<file path="src/rtl/tcp_send_engine.sv">
// tcp_send_engine
//   Benchmark traffic generator for the TCP offload TX path. Issues `ops`
//   send requests of `tcp_length` bytes on one session; each request streams
//   a counting pattern (word index + offset in data[31:0]) that the RX
//   benchmark checker validates.
//
// Ports
//   clk, rstn                    core clock, async active-low reset
//   m_axis_tx_metadata_*         send request, data = {length[15:0], session}
//   s_axis_tx_status_*           TX status, data[63:62] = error code (0 = OK)
//   m_axis_tx_data_*             payload stream, keep all ones, last per op
//   control_reg  (16x32 flat)    [0] bit0 start, [1] tcp_length, [2] ops,
//                                [3] offset, [4] bits[15:0] session_id
//   status_reg   (8x32 flat)     [0] th_cnt, [1] ops_done, [2] words_sent,
//                                [3] flags, [4] retry_cnt, [7:5] zero
//
// Build option
//   TCP_SEND_TX_STATUS_EN  each op waits for a TX status before payload;
//                          error statuses are retried after RETRY_GAP idle
//                          cycles. Undefined: status is accepted and dropped.
module tcp_send_engine #(
    parameter int DATA_WIDTH = 512,
    parameter int RETRY_GAP  = 16
) (
    input  logic                    clk,
    input  logic                    rstn,
    output logic                    m_axis_tx_metadata_valid,
    input  logic                    m_axis_tx_metadata_ready,
    output logic [31:0]             m_axis_tx_metadata_data,
    input  logic                    s_axis_tx_status_valid,
    output logic                    s_axis_tx_status_ready,
    input  logic [63:0]             s_axis_tx_status_data,
    output logic                    m_axis_tx_data_valid,
    input  logic                    m_axis_tx_data_ready,
    output logic [DATA_WIDTH-1:0]   m_axis_tx_data_data,
    output logic [DATA_WIDTH/8-1:0] m_axis_tx_data_keep,
    output logic                    m_axis_tx_data_last,
    input  logic [511:0]            control_reg,
    output logic [255:0]            status_reg
);

    typedef enum logic [3:0] {
        S_IDLE = 4'd0,
        S_META = 4'd1,
        S_WAIT = 4'd2,
        S_GAP  = 4'd3,
        S_DATA = 4'd4,
        S_DONE = 4'd5
    } state_t;

    state_t      state;
    logic [1:0]  start_q;
    logic [31:0] len_q, ops_q, off_q;
    logic [15:0] sess_q;
    logic [31:0] run_wpo, run_ops, run_off;
    logic [31:0] word_idx, tx_word;
    logic [31:0] th_cnt, ops_done, words_sent, retry_cnt;
    logic        cfg_err, meta_vld, data_vld, data_last, st_rdy;
    logic [31:0] meta_word;

    logic        start_edge, busy, done, data_hs;
    logic [31:0] wnext, cfg_wpo;

    assign start_edge = start_q[0] & ~start_q[1];
    assign busy       = (state != S_IDLE) && (state != S_DONE);
    assign done       = (state == S_DONE);
    assign data_hs    = data_vld & m_axis_tx_data_ready;
    assign wnext      = word_idx + 32'd1;
    assign cfg_wpo    = len_q >> 6;

`ifdef TCP_SEND_TX_STATUS_EN
    logic [15:0] gap_cnt;
    logic        st_hs;
    assign st_hs = st_rdy & s_axis_tx_status_valid;
    logic unused_in;
    assign unused_in = ^{control_reg[511:144], control_reg[31:1],
                         s_axis_tx_status_data[61:0]};
`else
    // Status is never inspected; ready comes up one cycle after reset
    // release and stays high so the status channel never backs up.
    always_ff @(posedge clk or negedge rstn) begin
        if (!rstn) st_rdy <= 1'b0;
        else       st_rdy <= 1'b1;
    end
    logic unused_in;
    assign unused_in = ^{control_reg[511:144], control_reg[31:1],
                         s_axis_tx_status_data, s_axis_tx_status_valid};
`endif

    always_ff @(posedge clk or negedge rstn) begin
        if (!rstn) begin
            state      <= S_IDLE;
            start_q    <= '0;
            len_q      <= '0;
            ops_q      <= '0;
            off_q      <= '0;
            sess_q     <= '0;
            run_wpo    <= '0;
            run_ops    <= '0;
            run_off    <= '0;
            word_idx   <= '0;
            tx_word    <= '0;
            th_cnt     <= '0;
            ops_done   <= '0;
            words_sent <= '0;
            retry_cnt  <= '0;
            cfg_err    <= 1'b0;
            meta_vld   <= 1'b0;
            meta_word  <= '0;
            data_vld   <= 1'b0;
            data_last  <= 1'b0;
`ifdef TCP_SEND_TX_STATUS_EN
            st_rdy     <= 1'b0;
            gap_cnt    <= '0;
`endif
        end else begin
            start_q <= {start_q[0], control_reg[0]};
            len_q   <= control_reg[63:32];
            ops_q   <= control_reg[95:64];
            off_q   <= control_reg[127:96];
            sess_q  <= control_reg[143:128];

            // Counts from the first META cycle through the final data
            // handshake; DONE is not busy so the count freezes there.
            if (busy) th_cnt <= th_cnt + 32'd1;

            case (state)
                S_IDLE, S_DONE: begin
                    if (start_edge) begin
                        if (cfg_wpo == 32'd0 || ops_q == 32'd0) begin
                            cfg_err <= 1'b1;
                            state   <= S_IDLE;
                        end else begin
                            cfg_err    <= 1'b0;
                            run_wpo    <= cfg_wpo;
                            run_ops    <= ops_q;
                            run_off    <= off_q;
                            meta_word  <= {len_q[15:0], sess_q};
                            word_idx   <= '0;
                            th_cnt     <= '0;
                            ops_done   <= '0;
                            words_sent <= '0;
                            retry_cnt  <= '0;
                            meta_vld   <= 1'b1;
                            state      <= S_META;
                        end
                    end
                end
                S_META: begin
                    if (m_axis_tx_metadata_ready) begin
                        meta_vld <= 1'b0;
`ifdef TCP_SEND_TX_STATUS_EN
                        st_rdy   <= 1'b1;
                        state    <= S_WAIT;
`else
                        data_vld  <= 1'b1;
                        tx_word   <= run_off;
                        data_last <= (run_wpo == 32'd1);
                        state     <= S_DATA;
`endif
                    end
                end
`ifdef TCP_SEND_TX_STATUS_EN
                S_WAIT: begin
                    if (st_hs) begin
                        st_rdy <= 1'b0;
                        if (s_axis_tx_status_data[63:62] == 2'd0) begin
                            data_vld  <= 1'b1;
                            tx_word   <= run_off;
                            data_last <= (run_wpo == 32'd1);
                            state     <= S_DATA;
                        end else begin
                            retry_cnt <= retry_cnt + 32'd1;
                            gap_cnt   <= '0;
                            state     <= S_GAP;
                        end
                    end
                end
                S_GAP: begin
                    // RETRY_GAP full cycles spent here before META re-issues
                    gap_cnt <= gap_cnt + 16'd1;
                    if (gap_cnt == 16'(RETRY_GAP - 1)) begin
                        meta_vld <= 1'b1;
                        state    <= S_META;
                    end
                end
`endif
                S_DATA: begin
                    if (data_hs) begin
                        words_sent <= words_sent + 32'd1;
                        if (data_last) begin
                            word_idx  <= '0;
                            ops_done  <= ops_done + 32'd1;
                            data_vld  <= 1'b0;
                            data_last <= 1'b0;
                            if (ops_done + 32'd1 == run_ops) begin
                                state <= S_DONE;
                            end else begin
                                meta_vld <= 1'b1;
                                state    <= S_META;
                            end
                        end else begin
                            word_idx  <= wnext;
                            tx_word   <= wnext + run_off;
                            data_last <= (wnext == run_wpo - 32'd1);
                        end
                    end
                end
                default: state <= S_IDLE;
            endcase
        end
    end

    assign m_axis_tx_metadata_valid = meta_vld;
    assign m_axis_tx_metadata_data  = meta_word;
    assign s_axis_tx_status_ready   = st_rdy;
    assign m_axis_tx_data_valid     = data_vld;
    assign m_axis_tx_data_data      = {{(DATA_WIDTH-32){1'b0}}, tx_word};
    assign m_axis_tx_data_keep      = '1;
    assign m_axis_tx_data_last      = data_last;

    assign status_reg = {96'd0,
                         retry_cnt,
                         {24'd0, state, 1'b0, cfg_err, done, busy},
                         words_sent,
                         ops_done,
                         th_cnt};

endmodule

</file>
<file path="config.mk">
export PLATFORM = sky130hd
export DESIGN_NAME = tcp_send_engine
export DESIGN_NICKNAME = d
export VERILOG_FILES = /design/src/rtl/tcp_send_engine.sv
export SDC_FILE = /design/constraint.sdc
export NUM_CORES = 1
export LEC_CHECK = 0
export CORE_AREA = 2 2 566 568
export DETAILED_ROUTE_END_ITERATION = 10
export DIE_AREA = 0 0 568 570
export PLACE_DENSITY = 0.37
export SYNTH_ARGS = -nofsm -noshare
export SYNTH_HDL_FRONTEND = slang
export SYNTH_SLANG_ARGS = --single-unit
export TNS_END_PERCENT = 50
</file>
<file path="constraint.sdc">
create_clock -name clk -period 4.4 [get_ports clk]
set_clock_uncertainty 0.2 [all_clocks]
set_input_delay 0.44 -clock clk [delete_from_list [all_inputs] [get_ports clk]]
set_output_delay 0.44 -clock clk [all_outputs]
set_load 0.005 [all_outputs]
</file>
# == After elaboration in Yosys (flattened, before gate mapping) ==
# Index checks and enable logic that the tools add are counted.
# classes
n_lt_le_gt_ge,0
n_reduce_logical,19
shift,0
add_sub_neg,6
multipliers,0
n_bitwise,4
n_eq_ne,14
div,0
muxes,41
# ops
op,n
$mux 32,14
$pmux 32 s2,4
$add 32x1->32 const B,4
$eq 32x32->1,2
$logic_not 32->1,2
$add 32x32->32,1
$sub 26x1->27 const B,1
$eq 26x1->1 const B,1
$mux 4,4
$reduce_and 4->1,4
$mux 1,14
$ne 2x2->1 const B,7
$pmux 4 s3,1
$eq 4x3->1 const B,2
$reduce_and 7->1,1
$reduce_and 3->1,2
$reduce_and 5->1,1
$eq 4x1->1 const B,1
$logic_not 4->1,1
$ne 4x3->1 const B,1
$pmux 1 s2,2
$reduce_bool 2->1,2
$reduce_bool 4->1,1
$mux 3,1
other kinds (8),10
# totals
regBits,405
rom_bits,0
latchBits,0
wordCells,104
input_bits,581
out_inout_bits,868
mem_count,0
ram_bits,0

# == Logic depth before layout (Yosys ltp) ==
# Gate-level depths: netlist (run 1).
# depth
ltp_word,6
depth_mapped,18
depth_no_buf,18

# == Worst setup path before layout (run 1) ==
# OpenSTA, ideal clock, no wires.
# synth_path
path_type,register to register
from,register word_idx[0]
to,register tx_word[31]
n_path_buf,0
t_arrival_ps,3812
required_ps,4064
period_less_slack_ps,4147
stages_incl_launch_ff,18
slack_ps,253
setup_ps,136
path_cell_list,dfrtp_1 > ha_1 > nand3_1 > nor2_1 > nand2_1 > xor2_1 > inv_1 > ha_1 > a21o_1 > a21oi_1 > o21ai_0 > a221o_1 > a41oi_1 > a31o_2 > o2111ai_1 > and3b_1 > a2111oi_0 > nand2_1
# synth_via
elab_chain_len,5
# synth_rtl
item,line_no,source
"start, declared",56,"logic [31:0] word_idx, tx_word;"
"start signal, assigned",203,word_idx <= wnext;
$add 32x1->32,68,assign wnext = word_idx + 32'd1;
$add 32x32->32,204,tx_word <= wnext + run_off;
$mux 32,191,if (data_last) begin
$mux 32,189,if (data_hs) begin
$pmux 32 s2,127,case (state)
"end signal, assigned",157,tx_word <= run_off;
"end signal, assigned",204,
"end, declared",56,
# No other way between the ends. The select of a mux whose other input is x is not followed.
# A chain may end at the register's enable or synchronous reset.

# == Final worst setup path (run 1) ==
# Same ends and word-level chain as after synthesis.

==> results.sh, run 1 <==
export IMPL_outcome="finished clean"
export IMPL_antenna_left=0
export IMPL_cts_tree="done"
export IMPL_place_area_um2=30700
export IMPL_wirelength_um=92000
export IMPL_first_iter_violations=809
export IMPL_numCtsBuffers=48
export IMPL_fill_cells=36500
export IMPL_async_reset_ff_share_pct=100
export IMPL_required_ns=4.74
export IMPL_synth_cell_types=72
export IMPL_r2r_end="tx_word[31]"
export IMPL_grt_pass1_vias=17000
export IMPL_chipHeight_um=570
export IMPL_max_slew_margin_pct=40.2
export IMPL_ys_flop_type="dfrtp_1"
export IMPL_peakVddDrop_uv=299
export IMPL_root_buffer="clkbuf_16"
export IMPL_grt_first_pass_wirelength_um=128000
export IMPL_synth_most_common_cell="buf_4"
export IMPL_hold_path_depth=1
export IMPL_grt_start_max_net_pins=92
export IMPL_synth_ff_latch_count=393
export IMPL_drive_gt1_share_pct=9.03
export IMPL_worst_pin_slew_ns=0.892
export IMPL_r2r_start="word_idx[0]"
export IMPL_cts_sinks=393
export IMPL_grt_met1_usage_pct=6.58
export IMPL_ys_seq_area_share_pct=40.6
export IMPL_cp_start_kind="register"
export IMPL_clk_latency_ns=0.66
export IMPL_r2r_cells=17
export IMPL_max_cap_viol_count=0
export IMPL_r2r_setup_slack_ns=0.27
export IMPL_finalCritPeriodShare_pct=93.8
export IMPL_cts_max_level=2
export IMPL_synth_edf_count=0
export IMPL_timing_final_crit_period_ns=4.13
export IMPL_hold_class="in -> reg"
export IMPL_worst_ep_arrival_time_ns=4.47
export IMPL_synth_common_cells="buf_4, nand2_1, dfrtp_1"
export IMPL_grtUsageMet2_pct=8.46
export IMPL_gp_congestion=0.728
export IMPL_core_um2=317000
export IMPL_p_leak_nw=14.6
export IMPL_hold_viol=0
export IMPL_io_pins=1449
export IMPL_rows=207
export IMPL_initial_utilization_pct=7.64
export IMPL_setup_violations=0
export IMPL_setup_tns_ns=0
export IMPL_path_max_fanout=4
export IMPL_wire_per_inst_um=12.4
export IMPL_vias=18100
export IMPL_synthTopCellsByArea="dfrtp_1, buf_4, nand2_1"
export IMPL_area_growth_pct=37.7
export IMPL_regArea_um2=9830
export IMPL_ys_warn_count=0
export IMPL_path_class="reg -> reg"
export IMPL_p_total_w=0.00835
export IMPL_track_usage_pct=5.42
export IMPL_synth_top_cell_area_share_pct=40.6
export IMPL_synthCells=2718
export IMPL_multi_input_area_um2=11300
export IMPL_worstHoldStart="control_reg[85]"
export IMPL_drc=0
export IMPL_final_area_um2=33400
export IMPL_grt_overflow=0
export IMPL_viasPerCell=2.43
export IMPL_hold_path_endpoint="ops_q[21]"
export IMPL_antenna_found_initial=38
export IMPL_syn_avg_cell_area_um2=8.92
export IMPL_firstDrtPassIters=4
export IMPL_drv_slew=0
export IMPL_port_buffers=285
export IMPL_die_area_um2=324000
export IMPL_dp_hpwl_um=74000
export IMPL_netlist_area_um2=24200
export IMPL_startpoint="word_idx[0]"
export IMPL_crit_path_end_kind="register"
export IMPL_busiest_layer="met2"
export IMPL_die_w_um=568
export IMPL_fmax_ghz=0.242
export IMPL_clock_path_buffers=3
export IMPL_grt_use_met3_pct=2.62
export IMPL_final_nets=3847
export IMPL_power_density_nw_per_um2=250
export IMPL_path_clk_slew_ns=0.06
export IMPL_synth_top_cell_by_area="dfrtp_1"
[worst max-delay path by stage]
stage | cells after the start | end
2_1_floorplan | 17 | tx_word[31]
3_3_place_gp | 18 | tx_word[31]
3_5_place_dp | 18 | tx_word[31]
4_1_cts | 18 | tx_word[31]
5_1_grt | 18 | tx_word[28]
6_report | 17 | tx_word[31]
[layout make-up]
type	count	share of cell area, %
Timing Repair Buffer	540	15.4
Clock buffer	68	4.21
Antenna cell	5	0.0375
Tap cell	4180	15.7
Clock inverter	20	0.776
Inverter	42	0.472
Sequential cell	393	29.5
Multi-Input combinational cell	2193	34.0
[cells in the final DEF, fill, tap and decap left out, types with 58 or more instances in the layout]
cell	n
conb_1	700
nand2_1	512
dfrtp_1	393
clkdlybuf4s50_1	284
buf_4	158
nor2_1	127
o21ai_0	120
xnor2_1	91
xor2_1	89
dlygate4sd3_1	84
a21oi_1	61
nand3_1	58
[critical path, cell delays in order (launching register included)]
cell and delay [ns]:
dfrtp_1 0.40, nand3_1 0.15, buf_4 0.16, or4_4 0.55
nor3_4 0.19, and3_1 0.22, xor2_2 0.10, buf_4 0.16
ha_1 0.28, a21boi_0 0.21, o21a_1 0.15, o21ai_0 0.09
o2bb2ai_1 0.14, a31o_2 0.25, o2111ai_4 0.26, nor2_1 0.10
a2111oi_2 0.33, nand2_1 0.07
[metrics by stage]
stage | cells | hold WS [ns] | util [%] | worst slack [ns]
floorplan | 3416 | -0.0556 | - | 0.253
global placement | 7257 | 0.192 | 9.68 | -0.194
detailed placement | 7257 | 0.196 | 9.68 | -0.107
CTS | 7429 | 0.000654 | 10.5 | 0.0414
global route | 7437 | 0.0251 | 10.5 | -0.0225
finish | 7441 | 0.0588 | 10.5 | 0.275
[state kept, by name (all words and copies together) (netlist names), 32 cells and up]
signal / cells
run_off: 32
th_cnt: 32
ops_done: 32
len_q: 32
words_sent: 32
off_q: 32
ops_q: 32
run_ops: 32
tx_word: 32
word_idx: 32
[report_power, final]
| group | internal [W] | total [W] | switching, W |
|---|---|---|---|
| Combinational | 0.000151 | 0.000424 | 0.000273 |
| Sequential | 0.00367 | 0.00370 | 0.0000277 |
| Clock | 0.00247 | 0.00423 | 0.00175 |
| Total | 0.00629 | 0.00835 | 0.00206 |
[timing repair]
item / 4_1_cts / 5_1_grt
pin swaps: 0 / 6
endpoints found under the hold margin: 168 / 0
hold buffers: 84 / 0
resized for setup: 3 / 19
endpoints found under the setup margin: 1 / 10
buffers inserted: 0 / 7
[metal layers]
metal / share of wire [%] / up-vias / wire length (um)
li1: - / 8603 / -
met1: 42 / 8501 / 38300
met2: 44 / 769 / 40700
met3: 11 / 153 / 10300
met4: 2.7 / 32 / 2470
met5: 0.23 / - / 209
[cells by family after synthesis]
kind of cell	count (synthesis)	share of synthesized area, %
flip-flops	393	40.6
adder cells (fa/ha/maj)	48	2.51
multiplexers	26	1.09
other	2	0.0310
buffers and inverters	830	24.0
AO/OA/AOI/OAI	320	8.08
XOR/XNOR	185	6.68
AND/OR/NAND/NOR	914	17.1
Note: power is estimated with default switching activity, not from simulation.
==> run 2: changes to the inputs <==
GPL_ROUTABILITY_DRIVEN = 0   (was unset)
==> results of run 2 <==
The final DEF is identical to that of run 1; final timing and power are the same.
==> run 3: changes to the inputs <==
RECOVER_POWER = 25   (was unset)
==> run 3 against run 2 <==
  * Largest cell class unchanged
  * First-iteration DRC count is 4.3% higher
  * Clock power hardly changed
  * Register-to-register slack hardly changed
  * The run now ends with capacitance limit, slew limit left
  * Via count hardly changed
  * Largest power group unchanged
  * Critical endpoint unchanged
  * Routed wire length hardly changed
  * Die area stayed put
==> results.sh, run 3 (synthesized netlist as in run 1, its figures left out) <==
export IMPL_clk_latency_ns=0.66
export IMPL_max_cap_viol_count=1
export IMPL_power_density_nw_per_um2=250
export IMPL_cts_sinks=393
export IMPL_worst_pin_slew_ns=2.62
export IMPL_chipHeight_um=570
export IMPL_required_ns=4.75
export IMPL_path_clk_slew_ns=0.06
export IMPL_fill_cells=36500
export IMPL_die_area_um2=324000
export IMPL_timing_final_crit_period_ns=4.13
export IMPL_cts_max_level=2
export IMPL_grtUsageMet2_pct=8.46
export IMPL_busiest_layer="met2"
export IMPL_initial_utilization_pct=7.64
export IMPL_multi_input_area_um2=11300
export IMPL_drv_slew=90
export IMPL_drive_gt1_share_pct=8.97
export IMPL_grt_overflow=0
export IMPL_area_growth_pct=37.6
export IMPL_io_pins=1449
export IMPL_hold_viol=0
export IMPL_final_cell_mix="conb_1, nand2_1, dfrtp_1"
export IMPL_place_area_um2=30700
export IMPL_wire_per_inst_um=12.4
export IMPL_grt_met1_usage_pct=6.58
export IMPL_outcome="complete, but fails checks"
export IMPL_rows=207
export IMPL_core_um2=317000
export IMPL_grt_use_met3_pct=2.62
export IMPL_numCtsBuffers=48
export IMPL_worst_ep_arrival_time_ns=4.47
export IMPL_drc=0
export IMPL_fin_cells=7445
export IMPL_grt_start_max_net_pins=92
export IMPL_hold_class="in -> reg"
export IMPL_layout_setup_ws_ns=0.271
export IMPL_die_w_um=568
export IMPL_path_max_fanout=4
export IMPL_setup_tns_ns=0
export IMPL_max_slew_margin_pct=-74.6
export IMPL_fmax_ghz=0.242
export IMPL_final_nets=3847
export IMPL_p_leak_nw=14.6
export IMPL_regArea_um2=9830
export IMPL_pre_cts_slack_ns=-0.107
export IMPL_finalCritPeriodShare_pct=93.8
export IMPL_setup_violations=0
export IMPL_root_buffer="clkbuf_16"
export IMPL_final_common_cell="conb_1"
export IMPL_path_class="reg -> reg"
export IMPL_crit_path_end_kind="register"
export IMPL_track_usage_pct=5.42
export IMPL_viasPerCell=2.43
export IMPL_clock_path_buffers=3
export IMPL_antenna_found_initial=48
export IMPL_vias=18100
export IMPL_wirelength_um=92000
export IMPL_final_area_um2=33400
export IMPL_dp_hpwl_um=74000
export IMPL_peakVddDrop_uv=300
export IMPL_port_buffers=285
export IMPL_cp_start_kind="register"
export IMPL_firstDrtPassIters=5
export IMPL_failed_checks="capacitance limit, slew limit"
export IMPL_first_iter_violations=844
export IMPL_grt_pass1_vias=17000
export IMPL_antenna_left=0
export IMPL_cts_tree="done"
export IMPL_grt_first_pass_wirelength_um=128000
export IMPL_dp_cells=7257
[run 3: cell count changes in the layout (fill, tap and decap cells not counted), sizes merged]
cell,delta
dlygate4sd3,+113
diode,+4
clkbuf,+4
clkdlybuf4s50,-113
buf,-4
[run 3: path summary, 6_finish.rpt]
check                                   end  cells after the start       startpoint  slack [ns]
worst max register to register  tx_word[31]                     17      word_idx[0]        0.27
worst min register to register   start_q[1]                      0       start_q[0]        0.21
min in group asynchronous         sess_q[0]                      2             rstn        0.92
worst max-delay path            tx_word[31]                     17      word_idx[0]        0.27
max in group asynchronous         off_q[14]                      3             rstn        0.69
worst min-delay path              ops_q[21]                      1  control_reg[85]        0.17
[run 3: area by class of cell]
| class | instances | share of cell area, % |
|---|---|---|
| inverter | 42 | 0.473 |
| timing repair buffer | 540 | 15.3 |
| clock inverter | 20 | 0.776 |
| tap | 4180 | 15.7 |
| antenna | 9 | 0.0675 |
| multi-input combinational | 2193 | 34.0 |
| sequential | 393 | 29.5 |
| clock buffer | 68 | 4.22 |
[run 3: layer usage]
| layer | vias to the layer above | wire length [um] |
|---|---|---|
| met2 | 797 | 40600 |
| met4 | 32 | 2530 |
| met1 | 8480 | 38300 |
| met5 | - | 216 |
| met3 | 159 | 10300 |
| li1 | 8605 | - |
[run 3: report_power, final]
group	total, W	internal, W	leakage, nW	switching, W
Sequential	0.00370	0.00367	4.98	0.0000277
Clock	0.00423	0.00248	0.816	0.00176
Combinational	0.000399	0.000129	8.85	0.000270
[run 3: worst max-delay path: stages, from the launching register on]
cell	delay (ns)
dfrtp_1	0.40
nand3_1	0.15
buf_4	0.16
or4_4	0.55
nor3_4	0.19
and3_1	0.22
xor2_2	0.10
buf_4	0.16
ha_1	0.28
a21boi_0	0.21
o21a_1	0.15
o21ai_0	0.09
o2bb2ai_1	0.14
a31o_2	0.25
o2111ai_4	0.26
nor2_1	0.10
a2111oi_2	0.33
nand2_1	0.07
[run 3: through the flow]
| step | total power [W] | util (%) | hold slack, ns |
|---|---|---|---|
| 2_1_floorplan | 0.00434 | - | -0.0556 |
| 3_3_place_gp | 0.00410 | 9.68 | 0.192 |
| 3_5_place_dp | 0.00410 | 9.68 | 0.196 |
| 4_1_cts | 0.00856 | 10.5 | 0.000654 |
| 5_1_grt | 0.00872 | 10.5 | 0.140 |
| 6_report | 0.00833 | 10.5 | 0.173 |
[run 3: timing repair]
action                                  CTS  global route
hold buffers                             84             0
gates resized for setup                   3            19
pin swaps                                 0             6
setup buffers                             0             7
endpoints found under the hold margin   168             0
endpoints found under the setup margin    1            10
